[src/rtl/oled_frame_streamer_pkg.sv]
// Shared definitions for the OLED frame streamer: SSD1306-style command
// bytes, the FSM state encoding and a helper that builds the page command.
package oled_frame_streamer_pkg;

    typedef logic [7:0] byte_t;

    localparam byte_t CMD_PAGE_BASE = 8'hB0;
    localparam byte_t CMD_COL_LO    = 8'h00;
    localparam byte_t CMD_COL_HI    = 8'h10;

    typedef enum logic [2:0] {
        ST_IDLE = 3'd0,
        ST_CMD  = 3'd1,
        ST_RD   = 3'd2,
        ST_WAIT = 3'd3,
        ST_OUT  = 3'd4,
        ST_DONE = 3'd5
    } state_t;

    // Page-address command: the base opcode with the page number in the low bits.
    function automatic byte_t page_cmd(input byte_t page);
        return CMD_PAGE_BASE | page;
    endfunction

endpackage

[src/rtl/oled_frame_streamer_if.sv]
// Byte stream from the frame streamer to the SPI byte sender.
// A byte moves when out_valid and out_ready are both high at a rising edge.
interface oled_frame_streamer_if;
    import oled_frame_streamer_pkg::*;

    logic  out_valid;
    logic  out_ready;
    byte_t out_data;
    logic  out_dc;

    modport master (output out_valid, output out_data, output out_dc, input out_ready);
    modport slave  (input out_valid, input out_data, input out_dc, output out_ready);

endinterface

[src/rtl/oled_frame_streamer.sv]
// Walks the frame buffer page by page. Each page starts with three command
// bytes (page address, column low, column high), followed by one data byte
// per column read from the block RAM. All outputs are registered; read_addr
// comes straight from the registered page/column counters.
module oled_frame_streamer
    import oled_frame_streamer_pkg::*;
#(
    parameter int COLUMNS    = 128,
    parameter int PAGES      = 4,
    parameter int ADDR_WIDTH = 9
) (
    input  logic                  clk,
    input  logic                  rstn,
    input  logic                  start,
    output logic                  busy,
    output logic                  done,
    output logic [ADDR_WIDTH-1:0] read_addr,
    input  byte_t                 read_data,
    oled_frame_streamer_if.master out_if
);

    localparam int COL_W = $clog2(COLUMNS);
    localparam int PAGE_W = $clog2(PAGES);
    localparam logic [COL_W-1:0]  COL_LAST  = COL_W'(COLUMNS - 1);
    localparam logic [PAGE_W-1:0] PAGE_LAST = PAGE_W'(PAGES - 1);

    state_t              state, state_n;
    logic [PAGE_W-1:0]   page, page_n;
    logic [COL_W-1:0]    col, col_n;
    logic [1:0]          cmd_idx, cmd_idx_n;
    logic                busy_q, busy_n;
    logic                done_q, done_n;
    logic                valid_q, valid_n;
    byte_t               data_q, data_n;
    logic                dc_q, dc_n;

    logic                handshake;
    logic                col_last;
    logic                page_last;

    assign handshake = valid_q && out_if.out_ready;
    assign col_last  = (col == COL_LAST);
    assign page_last = (page == PAGE_LAST);

    assign read_addr        = ADDR_WIDTH'({page, col});
    assign busy             = busy_q;
    assign done             = done_q;
    assign out_if.out_valid = valid_q;
    assign out_if.out_data  = data_q;
    assign out_if.out_dc    = dc_q;

    // State register plus the registered outputs and counters it owns.
    always_ff @(posedge clk) begin
        if (!rstn) begin
            state   <= ST_IDLE;
            page    <= '0;
            col     <= '0;
            cmd_idx <= '0;
            busy_q  <= 1'b0;
            done_q  <= 1'b0;
            valid_q <= 1'b0;
            data_q  <= '0;
            dc_q    <= 1'b0;
        end else begin
            state   <= state_n;
            page    <= page_n;
            col     <= col_n;
            cmd_idx <= cmd_idx_n;
            busy_q  <= busy_n;
            done_q  <= done_n;
            valid_q <= valid_n;
            data_q  <= data_n;
            dc_q    <= dc_n;
        end
    end

    // Next-state selection; start is only looked at in IDLE so a pulse while busy is dropped.
    always_comb begin
        state_n = state;
        unique case (state)
            ST_IDLE: if (start) state_n = ST_CMD;
            ST_CMD:  if (handshake && cmd_idx == 2'd2) state_n = ST_RD;
            ST_RD:   state_n = ST_WAIT;
            ST_WAIT: state_n = ST_OUT;
            ST_OUT: begin
                if (handshake) begin
                    if (!col_last)       state_n = ST_RD;
                    else if (!page_last) state_n = ST_CMD;
                    else                 state_n = ST_DONE;
                end
            end
            ST_DONE: state_n = ST_IDLE;
            default: state_n = ST_IDLE;
        endcase
    end

    // Next values of outputs and counters; a byte is loaded together with the move into the state that presents it.
    always_comb begin
        page_n    = page;
        col_n     = col;
        cmd_idx_n = cmd_idx;
        busy_n    = busy_q;
        done_n    = 1'b0;
        valid_n   = valid_q;
        data_n    = data_q;
        dc_n      = dc_q;
        unique case (state)
            ST_IDLE: begin
                if (start) begin
                    busy_n    = 1'b1;
                    cmd_idx_n = 2'd0;
                    col_n     = '0;
                    valid_n   = 1'b1;
                    dc_n      = 1'b0;
                    data_n    = page_cmd(8'(page));
                end
            end
            ST_CMD: begin
                if (handshake) begin
                    unique case (cmd_idx)
                        2'd0: begin
                            cmd_idx_n = 2'd1;
                            data_n    = CMD_COL_LO;
                        end
                        2'd1: begin
                            cmd_idx_n = 2'd2;
                            data_n    = CMD_COL_HI;
                        end
                        default: begin
                            cmd_idx_n = 2'd0;
                            valid_n   = 1'b0;
                        end
                    endcase
                end
            end
            ST_RD: begin
            end
            ST_WAIT: begin
                valid_n = 1'b1;
                dc_n    = 1'b1;
                data_n  = read_data;
            end
            ST_OUT: begin
                if (handshake) begin
                    valid_n = 1'b0;
                    if (!col_last) begin
                        col_n = col + COL_W'(1);
                    end else if (!page_last) begin
                        col_n     = '0;
                        page_n    = page + PAGE_W'(1);
                        cmd_idx_n = 2'd0;
                        valid_n   = 1'b1;
                        dc_n      = 1'b0;
                        data_n    = page_cmd(8'(page) + 8'd1);
                    end else begin
                        done_n = 1'b1;
                    end
                end
            end
            ST_DONE: begin
                busy_n = 1'b0;
                page_n = '0;
                col_n  = '0;
            end
            default: begin
            end
        endcase
    end

endmodule

[src/flat_wrapper.sv]
// flat-port wrapper written by rule: the top's interface ports become plain ports
module oled_frame_streamer_flat import oled_frame_streamer_pkg::*;
#(
    parameter int COLUMNS    = 128,
    parameter int PAGES      = 4,
    parameter int ADDR_WIDTH = 9
)
  (clk, rstn, start, busy, done, read_addr, read_data, out_if_out_valid, out_if_out_data, out_if_out_dc, out_if_out_ready);
  oled_frame_streamer_if out_if_i ();
  input  logic clk;
  input  logic rstn;
  input  logic start;
  output logic busy;
  output logic done;
  output logic [ADDR_WIDTH-1:0] read_addr;
  input  byte_t read_data;
  output wire logic [$bits(out_if_i.out_valid)-1:0] out_if_out_valid;
  output wire logic [$bits(out_if_i.out_data)-1:0] out_if_out_data;
  output wire logic [$bits(out_if_i.out_dc)-1:0] out_if_out_dc;
  input wire logic [$bits(out_if_i.out_ready)-1:0] out_if_out_ready;
  assign out_if_out_valid = out_if_i.out_valid;
  assign out_if_out_data = out_if_i.out_data;
  assign out_if_out_dc = out_if_i.out_dc;
  assign out_if_i.out_ready = out_if_out_ready;
  oled_frame_streamer #(.COLUMNS(COLUMNS), .PAGES(PAGES), .ADDR_WIDTH(ADDR_WIDTH)) u_core (.clk(clk), .rstn(rstn), .start(start), .busy(busy), .done(done), .read_addr(read_addr), .read_data(read_data), .out_if(out_if_i));
endmodule
[config.mk]
export PLATFORM = sky130hd
export DESIGN_NAME = oled_frame_streamer_flat
export DESIGN_NICKNAME = d
export VERILOG_FILES = /design/src/rtl/oled_frame_streamer_pkg.sv /design/src/rtl/oled_frame_streamer_if.sv /design/src/rtl/oled_frame_streamer.sv /design/src/flat_wrapper.sv
export SDC_FILE = /design/constraint.sdc
export NUM_CORES = 1
export LEC_CHECK = 0
export CAP_MARGIN = 20
export CORE_ASPECT_RATIO = 0.7
export CORE_MARGIN = 10
export CORE_UTILIZATION = 48
export CTS_CLUSTER_DIAMETER = 60
export DETAILED_ROUTE_END_ITERATION = 10
export PLACE_DENSITY = 0.76
export SYNTH_ARGS = -nofsm -noshare
export SYNTH_HDL_FRONTEND = slang
export SYNTH_SLANG_ARGS = --single-unit
[constraint.sdc]
create_clock -name clk -period 2.31 [get_ports clk]
set_input_delay 0.231 -clock clk [delete_from_list [all_inputs] [get_ports clk]]
set_output_delay 0.231 -clock clk [all_outputs]
set_load 0.02 [all_outputs]
; ---- Word-level counts from Yosys, hierarchy flattened
; Cells that the tools add are included.
; W data, S select, Z words.
[op_classes]
div_mod_pow = 0
muxes = 43
magnitude_cmp = 0
bitwise = 0
eq_ne = 18
shift = 0
reduce_logical = 20
n_addsub = 3
mul = 0
[ops]
columns = cell, n
row1 = $mux W8, 5
row2 = $pmux W8 S4, 1
row3 = $mux W7, 4
row4 = $pmux W7 S3, 1
row5 = $mux W2, 8
row6 = $pmux W8 S2, 1
row7 = $mux W3, 5
row8 = $pmux W3 S5, 1
row9 = $reduce_and A4 Y1, 3
row10 = $mux W1, 11
row11 = $reduce_and A5 Y1, 2
row12 = $reduce_bool A3 Y1, 3
row13 = $ne A2 B1 Y1 const B, 4
row14 = $pmux W2 S2, 2
row15 = $add A7 B1 Y7 const B, 1
row16 = $eq A7 B7 Y1 const B, 1
row17 = $reduce_and A7 Y1, 1
row18 = $eq A3 B2 Y1 const B, 2
row19 = $eq A3 B3 Y1 const B, 2
row20 = $ne A2 B2 Y1 const B, 3
row21 = $pmux W2 S3, 1
row22 = $reduce_and A6 Y1, 1
row23 = $eq A2 B2 Y1 const B, 2
row24 = $pmux W1 S4, 1
row25 = 16 further kinds, 18
[totals]
wordCells = 93
register_bits = 26
latch_bits = 0
romBits = 0
output_inout_bits = 21
mem_bits_rw = 0
n_memories = 0
in_bits = 12

; ---- Depth between registers and ports, before layout
; Gate-level depths: netlist of run 1.
[depth]
depth_word = 5
mapped_depth = 6

; ---- Least setup slack after synthesis of run 1
; Ideal clock, no wire load.
[synth_timing]
path_type = register to register
from = register u_core.page[0]
to = register u_core.data_q[0] (netlist: u_core.out_if.out_data[0])
setup_ns = 0.072
stages_incl_launch_ff = 6
synth_period_minus_slack_ns = 1.801
setup_slack_ns = 0.509
arrival_ns = 1.729
path_buffers = 0
cell_sequence = dfxtp_1 ha_1 and3b_1 and2_1 o221ai_2 mux2i_1
[synth_between]
elab_cells_between_ends = 9
cone_classes = 1 x add/sub / 2 x eq/ne / 5 x mux / 1 x reduce/logical
[synth_lines]
columns = element, line_no
row1 = "start, declared", oled_frame_streamer.sv:28  ; logic [PAGE_W-1:0] page, page_n;
row2 = "start signal, assigned", oled_frame_streamer.sv:66  ; page <= page_n;
row3 = $eq A2 B2 Y1, oled_frame_streamer.sv:43  ; assign page_last = (page == PAGE_LAST);
row4 = named net u_core.page_last, oled_frame_streamer.sv:39  ; logic page_last;
row5 = $ne A2 B2 Y1 (no source line), -
row6 = $reduce_and A7 Y1 (no source line), -
row7 = "end signal, assigned", oled_frame_streamer.sv:72  ; data_q <= data_n;
row8 = "end, declared", oled_frame_streamer.sv:34  ; byte_t data_q, data_n;
; The timed path passes the listed nets, and every way through them passes these cells. The select of a mux whose other input is x is not followed.
; A chain may end at the register's enable or synchronous reset.

; ---- Final worst setup path of run 1
[layout_timing]
from = register u_core.page[0]
to = register u_core.data_q[7] (netlist: u_core.out_if.out_data[7])
; Same word-level chain as after synthesis.

==> metrics, run 1 <==
GR Util All Layers 14.6%; R2R cell count 5; final setup TNS 0 ps; Yosys warnings 0; Post-DRT Antenna Nets 0; post-synthesis sequential area ratio 34.5%; Yosys top cell by area dfxtp_1; nets@finish 227; # IOs 33; Critical Path RT 2520 ps; Slew Limit Fails 0; CP Launch Type register; initial antenna violation count 0; post-synthesis compound-gate area fraction 23.8%; Clock Sinks 26; Cell Pwr Density 580 nW/um^2; Worst setup EP type register; Max-slew headroom 61.8%; unrepaired setup endpoints after global routing no; Die Area 5820 sq um; ant diodes 0; fillers 218; status finished, final reports clean; Area Growth Syn to Fin 28.8%; clock tree root buffer cell clkbuf_8; #FFs+latches synth 26; Initial DRC Count 177; mux contribution to synthesized area 4.65%; Max clock buf depth 2; Synth Area per Inst 8.38 sq um; largest net degree at the start of global routing 16; TritonCTS Buffers 3; minimum clock period 1980 ps; vias in the first global route 1436; Vias per Instance 6.13; synthesized cell area 1510 sq um; DR WL/cell 17.1 um; count of cell types in the netlist 50; core footprint 2900 sq um; Pre-antenna DRT Iters 4; area of the multi-input gates 906 sq um; Final Wtd Congestion 0.915; starting density of the core 51.9%; sequential cell area 520 sq um; CTS tree yes; critical-path maximum fanout 8; DRC Markers 0; main combinational cell family by area after synthesis simple AND/OR/NAND/NOR gates; Syn Inst Count 180; Simple-Gate Fraction of Synth Area 28.8%; CTS resizes 0; Synth Area in Adders 1.66%; Worst EP arrival 2190 ps; DIE WIDTH 87.0 um; final-report setup violation count 0; Hold Path Depth 2; Die Y 66.9 um; HP Class register to register; Post-CTS Hold Buffers 0; Final Core Density 66.9%; Layout Skew 5.70 ps; Post-Synth XOR/XNOR Area 1.16%; Vias 1521; Reg clk slew, reported paths 100 ps; FMAX 505 MHz; global-route wire length before repair 6.93 mm; final hold viol count 0; LEAKAGE 0.735 nW; Row Count 16; Congestion Overflow GR 0; Synth Net Count 194; Worst-Skew Late Latency 280 ps; Slew @ Worst Pin 573 ps; Final period util 85.8%; CP Class register to register; MaxCap Viol Count 0; layout cells sized above 1 12.3%; IO buf count 32; largest cells by area after synthesis dfxtp_1 35%, a21oi_1 5.0%, nand2_1 4.7%; Routed WL 4.24 mm; post-DP HPWL 3.21 mm; Setup Fix Bufs, Post-CTS 0; H-tree level count 1; top cell type's share of synthesized area 34.5%; maximum VDD drop 0.373 mV
==> critical path, stage by stage (launching register included) <==
cell	delay, ps
dfxtp_1	440
ha_1	250
and3b_1	250
and2_1	210
o221ai_2	490
mux2i_1	250
==> power by group <==
group / switching (mW) / total [mW] / internal, mW / leakage (nW)
Clock: 0.158 / 0.391 / 0.232 / 0.0357
Sequential: 0.0224 / 0.493 / 0.470 / 0.211
Combinational: 0.127 / 0.243 / 0.116 / 0.488
Total: 0.307 / 1.13 / 0.819 / 0.735
==> placed cells by master, fill, tap and decap left out, types with 3 or more instances in the layout <==
cell             count
a21oi_1             15
a31o_2               4
a31oi_1              3
and3_1               9
and4_1               3
buf_4                9
clkbuf_8             3
clkdlybuf4s50_1     32
dfxtp_1             26
inv_1                3
mux2i_1              7
nand2_1             19
nand2b_1             4
nand3_1              7
nand4_1              5
nor2_1               8
o21ai_0              7
o31ai_1              3
or4_1                5
==> synth_stat cells (all sizes together) <==
cell	number
o31ai	3
o22ai	1
a21oi	15
nor2b	3
and3	9
clkbuf	4
buf	9
o21ai	8
a21o	1
nor2	9
a2111oi	1
o221a	1
or3b	1
o221ai	2
o22a	2
a2bb2oi	1
o41ai	1
and3b	2
dfxtp	26
ha	2
a221oi	1
xnor2	2
o32ai	1
nand2	19
nand3b	2
a31o	4
nand2b	4
a221o	2
o21ba	1
nand3	7
o21a	2
or2	1
a31oi	3
inv	3
and2	2
nor3	2
or4b	1
and4	3
or3	2
or4	5
mux2i	7
nand4	5
==> layout make-up <==
| cell class | count | share of cell area (%) |
|---|---|---|
| Timing Repair Buffer | 41 | 20.0 |
| Multi-Input combinational cell | 138 | 46.6 |
| Tap cell | 36 | 2.32 |
| Sequential cell | 26 | 26.8 |
| Clock inverter | 1 | 1.55 |
| Clock buffer | 3 | 2.13 |
| Inverter | 3 | 0.580 |
==> sequential cells by signal (all words and copies together) (netlist names) <==
name                     count
u_core.busy                  1
u_core.cmd_idx               2
u_core.col                   7
u_core.done                  1
u_core.out_if.out_data       8
u_core.out_if.out_dc         1
u_core.out_if.out_valid      1
u_core.page                  2
u_core.state                 3
==> kinds of logic (layout without fill, tap and decap cells) <==
logic type,after synthesis,count (layout)
buffers and inverters,16,48
muxes,7,7
DFF,26,26
xor gates and xnor gates,2,2
AOI/OAI and AO/OA,50,50
adders and majority gates,2,2
and+or+nand+nor,77,77
==> stage by stage <==
stage               setup WS (ps)  hold slack (ps)  std cells  area [sq um]  power, mW
floorplan                     509              465        180          1510      0.654
global placement              350              445        244          1870      0.737
detailed placement            244              457        244          1870      0.743
CTS                           362              471        248          1940       1.13
global route                  191              508        248          1940       1.17
finish                        329              467        248          1940       1.13
==> worst paths after layout <==
check / startpoint / to / slack, ps
worst min-delay path: u_core.out_if.out_data[4]$_SDFFE_PN0P_ / u_core.out_if.out_data[4]$_SDFFE_PN0P_ / 470
worst max register to register: u_core.page[0]$_SDFFE_PN0P_ / u_core.out_if.out_data[7]$_SDFFE_PN0P_ / 330
worst max-delay path: u_core.page[0]$_SDFFE_PN0P_ / u_core.out_if.out_data[7]$_SDFFE_PN0P_ / 330
worst min register to register: u_core.out_if.out_data[4]$_SDFFE_PN0P_ / u_core.out_if.out_data[4]$_SDFFE_PN0P_ / 470
==> per-layer routing <==
metal  up-vias  track usage, %  routed length, um
met5         -               0                  0
met4         0            2.82                 19
met2        68            22.9               1880
met3         4            4.86                493
li1        738               -                  -
met1       711            18.9               1840
Note: power is estimated with default switching activity, not from simulation.
==> run 2, diff against run 1 <==
==> constraint.sdc (replaced) <==
create_clock -name clk -period 2.5 [get_ports clk]
set_input_delay 0.25 -clock clk [delete_from_list [all_inputs] [get_ports clk]]
set_output_delay 0.25 -clock clk [all_outputs]
set_load 0.02 [all_outputs]
==> run 2 against run 1 <==
Against the previous run:
- total power shrank 8.9%
- cell area shrank 1.9%
- first-iteration DRC count shrank 12%
- sequential power shrank 6.5%
- critical endpoint is now u_core.out_if.out_data[6]$_SDFFE_PN0P_
==> metrics, run 2 (synthesis gave the netlist of run 1 again) <==
status finished, final reports clean (unchanged); post-DP HPWL 3.08 mm (was 3.21 mm); Routed WL 4.13 mm (was 4.24 mm); core footprint 2900 sq um (unchanged); final setup TNS 0 ps (unchanged); hold_ws 468 ps (was 467 ps); Layout Skew 4.80 ps (was 5.70 ps); Area Growth Syn to Fin 26.3% (was 28.8%); most frequent cells in the layout 32 x clkdlybuf4s50_1, 26 x dfxtp_1, 19 x nand2_1 (unchanged); Slew @ Worst Pin 654 ps (was 573 ps); largest net degree at the start of global routing 21 (was 16); GR Util All Layers 14.1% (was 14.6%); clock network fraction of total power 34.6% (was 34.7%); Post-CTS Hold Buffers 0 (unchanged); global-route wire length before repair 6.73 mm (was 6.93 mm); Critical Path RT 2680 ps (was 2520 ps); Setup Fix Bufs, Post-CTS 0 (unchanged); initial antenna violation count 0 (unchanged); FMAX 481 MHz (was 505 MHz); HP Class register to register (unchanged); Final Core Density 65.6% (was 66.9%); CTS resizes 0 (unchanged); Initial DRC Count 155 (was 177); CP Launch Type register (unchanged); # IOs 33 (unchanged); Row Count 16 (unchanged); minimum clock period 2080 ps (was 1980 ps); layout cells sized above 1 10.1% (was 12.3%); Max clock buf depth 2 (unchanged); clock tree root buffer cell clkbuf_8 (unchanged); IO buf count 32 (unchanged); pre-CTS setup slack 422 ps (was 244 ps); PnR worst setup slack 421 ps (was 329 ps); Cell Pwr Density 539 nW/um^2 (was 580 nW/um^2); most common cell after layout, fill and taps aside clkdlybuf4s50_1 (unchanged); Congestion Overflow GR 0 (unchanged); ant diodes 0 (unchanged); final-report setup violation count 0 (unchanged); critical-path maximum fanout 20 (was 8); Final period util 83.1% (was 85.8%); Vias 1530 (was 1521); Clock Sinks 26 (unchanged); Worst EP arrival 2260 ps (was 2190 ps); Reg clk slew, reported paths 90 ps (was 100 ps); Max-slew headroom 56.3% (was 61.8%); final hold viol count 0 (unchanged); CP Class register to register (unchanged); DIE WIDTH 87.0 um (unchanged); vias in the first global route 1374 (was 1436); Post-DRT Antenna Nets 0 (unchanged); switching fraction of total power 27.3% (about the same); Die Y 66.9 um (unchanged); Sw Pwr 0.280 mW (was 0.307 mW); combinational share of power 20.5% (was 21.6%); starting density of the core 51.9% (unchanged); DRC Markers 0 (unchanged); Vias per Instance 6.30 (was 6.13); MaxCap Viol Count 0 (unchanged); final total power 1.03 mW (was 1.13 mW); Final Wtd Congestion 0.905 (was 0.915); Worst-Skew Late Latency 280 ps (about the same); CTS tree yes (unchanged); DR WL/cell 17.0 um (was 17.1 um); nets@finish 222 (was 227); LEAKAGE 0.711 nW (was 0.735 nW); Pint 0.747 mW (was 0.819 mW); Die Area 5820 sq um (unchanged); H-tree level count 1 (unchanged); Pre-antenna DRT Iters 5 (was 4); unrepaired setup endpoints after global routing no (unchanged); Largest register FFs 8 (unchanged); TritonCTS Buffers 3 (unchanged); Worst setup EP type register (unchanged); Slew Limit Fails 0 (unchanged); share of power burned in registers 44.9% (was 43.7%); maximum VDD drop 0.410 mV (was 0.373 mV)
[run 2: changes by cell type in the layout (fill, tap and decap cells not counted)]
| cell | delta |
|---|---|
| buf_4 | -5 |
[run 2: final timing paths]
check | start | to | slack, ps | cells past startpoint
worst max-delay path | u_core.state[0]$_SDFFE_PN0P_ | u_core.out_if.out_data[6]$_SDFFE_PN0P_ | 420 | 4
worst min-delay path | u_core.out_if.out_data[5]$_SDFFE_PN0P_ | u_core.out_if.out_data[5]$_SDFFE_PN0P_ | 470 | 2
worst max register to register | u_core.state[0]$_SDFFE_PN0P_ | u_core.out_if.out_data[6]$_SDFFE_PN0P_ | 420 | 4
worst min register to register | u_core.out_if.out_data[5]$_SDFFE_PN0P_ | u_core.out_if.out_data[5]$_SDFFE_PN0P_ | 470 | 2
[run 2: critical path, cell delays in order (launching register included)]
cell      delay, ps
dfxtp_1         750
inv_1           270
a221oi_2        340
o221ai_2        290
a31o_2          330
[run 2: per-stage QoR]
step                instance area (sq um)  instances
floorplan                            1510        180
global placement                     1830        239
detailed placement                   1830        239
CTS                                  1900        243
global route                         1900        243
finish                               1900        243
[run 2: power groups by stage]
stage          clock network [mW]  registers, mW  logic [mW]
3_3_place_gp                    0          0.467       0.203
6_report                    0.356          0.461       0.210
3_5_place_dp                    0          0.470       0.208
2_1_floorplan                   0          0.476       0.129
4_1_cts                     0.360          0.460       0.210
5_1_grt                     0.375          0.466       0.228
[run 2: cell type report]
class,instances,area (sq um)
clock buffer,3,41.3
timing repair buffer,36,350
inverter,3,11.3
sequential,26,520
multi-input combinational,138,906
clock inverter,1,30.0
fill,246,998
tap,36,45.0
[run 2: layer usage]
layer  wire (um)  up-vias  track usage (%)
met3         456       10             4.98
met1        1820      706             18.4
met2        1800       83             21.4
li1            -      731                -
met5           0        -                0
met4          51        0             3.83
==> run 3, diff against run 2 <==
==> constraint.sdc (replaced) <==
create_clock -name clk -period 2 [get_ports clk]
set_input_delay 0.2 -clock clk [delete_from_list [all_inputs] [get_ports clk]]
set_output_delay 0.2 -clock clk [all_outputs]
set_load 0.02 [all_outputs]
==> run 3 against run 2 <==
Against the previous run:
- fmax grew 9.1%
- hold slack is essentially flat
- first-iteration DRC count grew 9.0%
- cell count grew 3.7%
- clock-buffer cell count is the same
- sequential share of layout area shrank 1.2 points
- clock power grew 24%
- via count grew 0.59%
- global-route usage is essentially flat
- core utilization grew 3.0 points
- die area is the same
- largest cell class unchanged
- largest power group unchanged
==> metrics, run 3 (synthesis gave the netlist of run 1 again) <==
dpl cells 247 (was 239); most common cell after layout, fill and taps aside clkdlybuf4s50_1 (unchanged); Reg clk slew, reported paths 90 ps (about the same); fillers 228 (was 246); post-DP HPWL 3.23 mm (was 3.08 mm); most frequent cells in the layout 32 x clkdlybuf4s50_1, 26 x dfxtp_1, 19 x nand2_1 (unchanged); Final period util 95.2% (was 83.1%); Max-slew headroom 62.2% (was 56.3%); clock tree root buffer cell clkbuf_8 (unchanged); Worst setup EP type register (unchanged); DRC Markers 0 (unchanged); Critical Path RT 2170 ps (was 2680 ps); CTS tree yes (unchanged); DR WL/cell 17.0 um (about the same); vias in the first global route 1440 (was 1374); sequential cell area 520 sq um (unchanged); critical-path maximum fanout 8 (was 20); maximum VDD drop 0.374 mV (was 0.410 mV); Worst-Skew Late Latency 270 ps (was 280 ps); area of the multi-input gates 912 sq um (was 906 sq um); starting density of the core 51.9% (unchanged); Area Growth Syn to Fin 32.0% (was 26.3%); Final Core Density 68.6% (was 65.6%); MaxCap Viol Count 0 (unchanged); initial antenna violation count 0 (unchanged); Worst EP arrival 2080 ps (was 2260 ps); Die Y 66.9 um (unchanged); Post-CTS Hold Buffers 0 (unchanged); CP Launch Type register (unchanged); Pre-antenna DRT Iters 4 (was 5); Final Wtd Congestion 0.878 (was 0.905); largest net degree at the start of global routing 21 (unchanged); nets@finish 231 (was 222); CP Class register to register (unchanged); Die Area 5820 sq um (unchanged); H-tree level count 1 (unchanged); post-route insts no fill 252 (was 243); layout cells sized above 1 14.4% (was 10.1%); Routed WL 4.28 mm (was 4.13 mm); Cell Pwr Density 656 nW/um^2 (was 539 nW/um^2); Largest register FFs 8 (unchanged); Vias 1539 (was 1530); final hold viol count 0 (unchanged); status finished, final reports clean (unchanged); IO buf count 32 (unchanged); minimum clock period 1900 ps (was 2080 ps); Initial DRC Count 169 (was 155); Vias per Instance 6.11 (was 6.30); final-report setup violation count 0 (unchanged); TritonCTS Buffers 3 (unchanged); # IOs 33 (unchanged); Row Count 16 (unchanged); core footprint 2900 sq um (unchanged); ant diodes 0 (unchanged); HP Class register to register (unchanged); Clock Sinks 26 (unchanged); FMAX 525 MHz (was 481 MHz); LEAKAGE 0.758 nW (was 0.711 nW); GR Util All Layers 14.1% (about the same); Slew @ Worst Pin 567 ps (was 654 ps); Slew Limit Fails 0 (unchanged); Max clock buf depth 2 (unchanged); Layout Skew 2.17 ps (was 4.80 ps); DIE WIDTH 87.0 um (unchanged); Congestion Overflow GR 0 (unchanged); global-route wire length before repair 6.82 mm (was 6.73 mm); Post-DRT Antenna Nets 0 (unchanged)
run 3: cell types whose count changed in the layout (fill, tap and decap cells not counted):
| cell | delta |
|---|---|
| a2111oi_2 | +1 |
| buf_4 | +8 |
| a2111oi_0 | -1 |
| buf_12 | +1 |
run 3: final cells by class:
cell class,count,area share [%]
clock buffer,3,2.07
clock inverter,1,1.51
inverter,3,0.566
multi-input combinational,138,45.8
sequential,26,26.1
tap,36,2.26
timing repair buffer,45,21.6
run 3: power breakdown:
group          total [mW]  switching, mW  internal, mW
clock network       0.443          0.175         0.268
logic               0.296          0.154         0.142
registers           0.568         0.0245         0.543
run 3: through the flow:
step           hold WS (ps)  total power [mW]  area (sq um)  setup TNS [ps]  worst slack [ps]
6_report                468              1.31          1990               0              95.5
5_1_grt                 499              1.36          1990          -0.118            -0.118
4_1_cts                 475              1.31          1980               0              32.2
3_5_place_dp            462             0.870          1910           -4.02             -4.02
3_3_place_gp            444             0.862          1910               0              68.4
2_1_floorplan           434             0.755          1510               0               199
run 3: worst max-delay path, cell delays in order, from the launching register on:
cell,delay [ps]
dfxtp_1,420
ha_1,280
and4_1,330
and2_1,190
o221ai_2,120
buf_4,200
a31o_2,260
run 3: worst paths after layout:
kind | startpoint | end | slack, ps | cells past startpoint
setup reg to reg | u_core.col[0]$_SDFFE_PN0P_ | u_core.out_if.out_data[6]$_SDFFE_PN0P_ | 100 | 6
hold / removal | u_core.out_if.out_data[4]$_SDFFE_PN0P_ | u_core.out_if.out_data[4]$_SDFFE_PN0P_ | 470 | 2
setup / recovery | u_core.col[0]$_SDFFE_PN0P_ | u_core.out_if.out_data[6]$_SDFFE_PN0P_ | 100 | 6
hold reg to reg | u_core.out_if.out_data[4]$_SDFFE_PN0P_ | u_core.out_if.out_data[4]$_SDFFE_PN0P_ | 470 | 2
run 3: layer usage:
layer	wire length, um	up-vias	GRT usage, %
li1	-	749	-
met1	1910	710	18.5
met2	1910	73	22.1
met3	424	7	4.25
met4	38	0	3.43
met5	0	-	0
run 3: what timing repair did:
item	4_1_cts	5_1_grt
endpoints found under the hold margin	0	0
gates resized for setup	0	2
endpoints found under the setup margin	0	1
buffers inserted	0	1
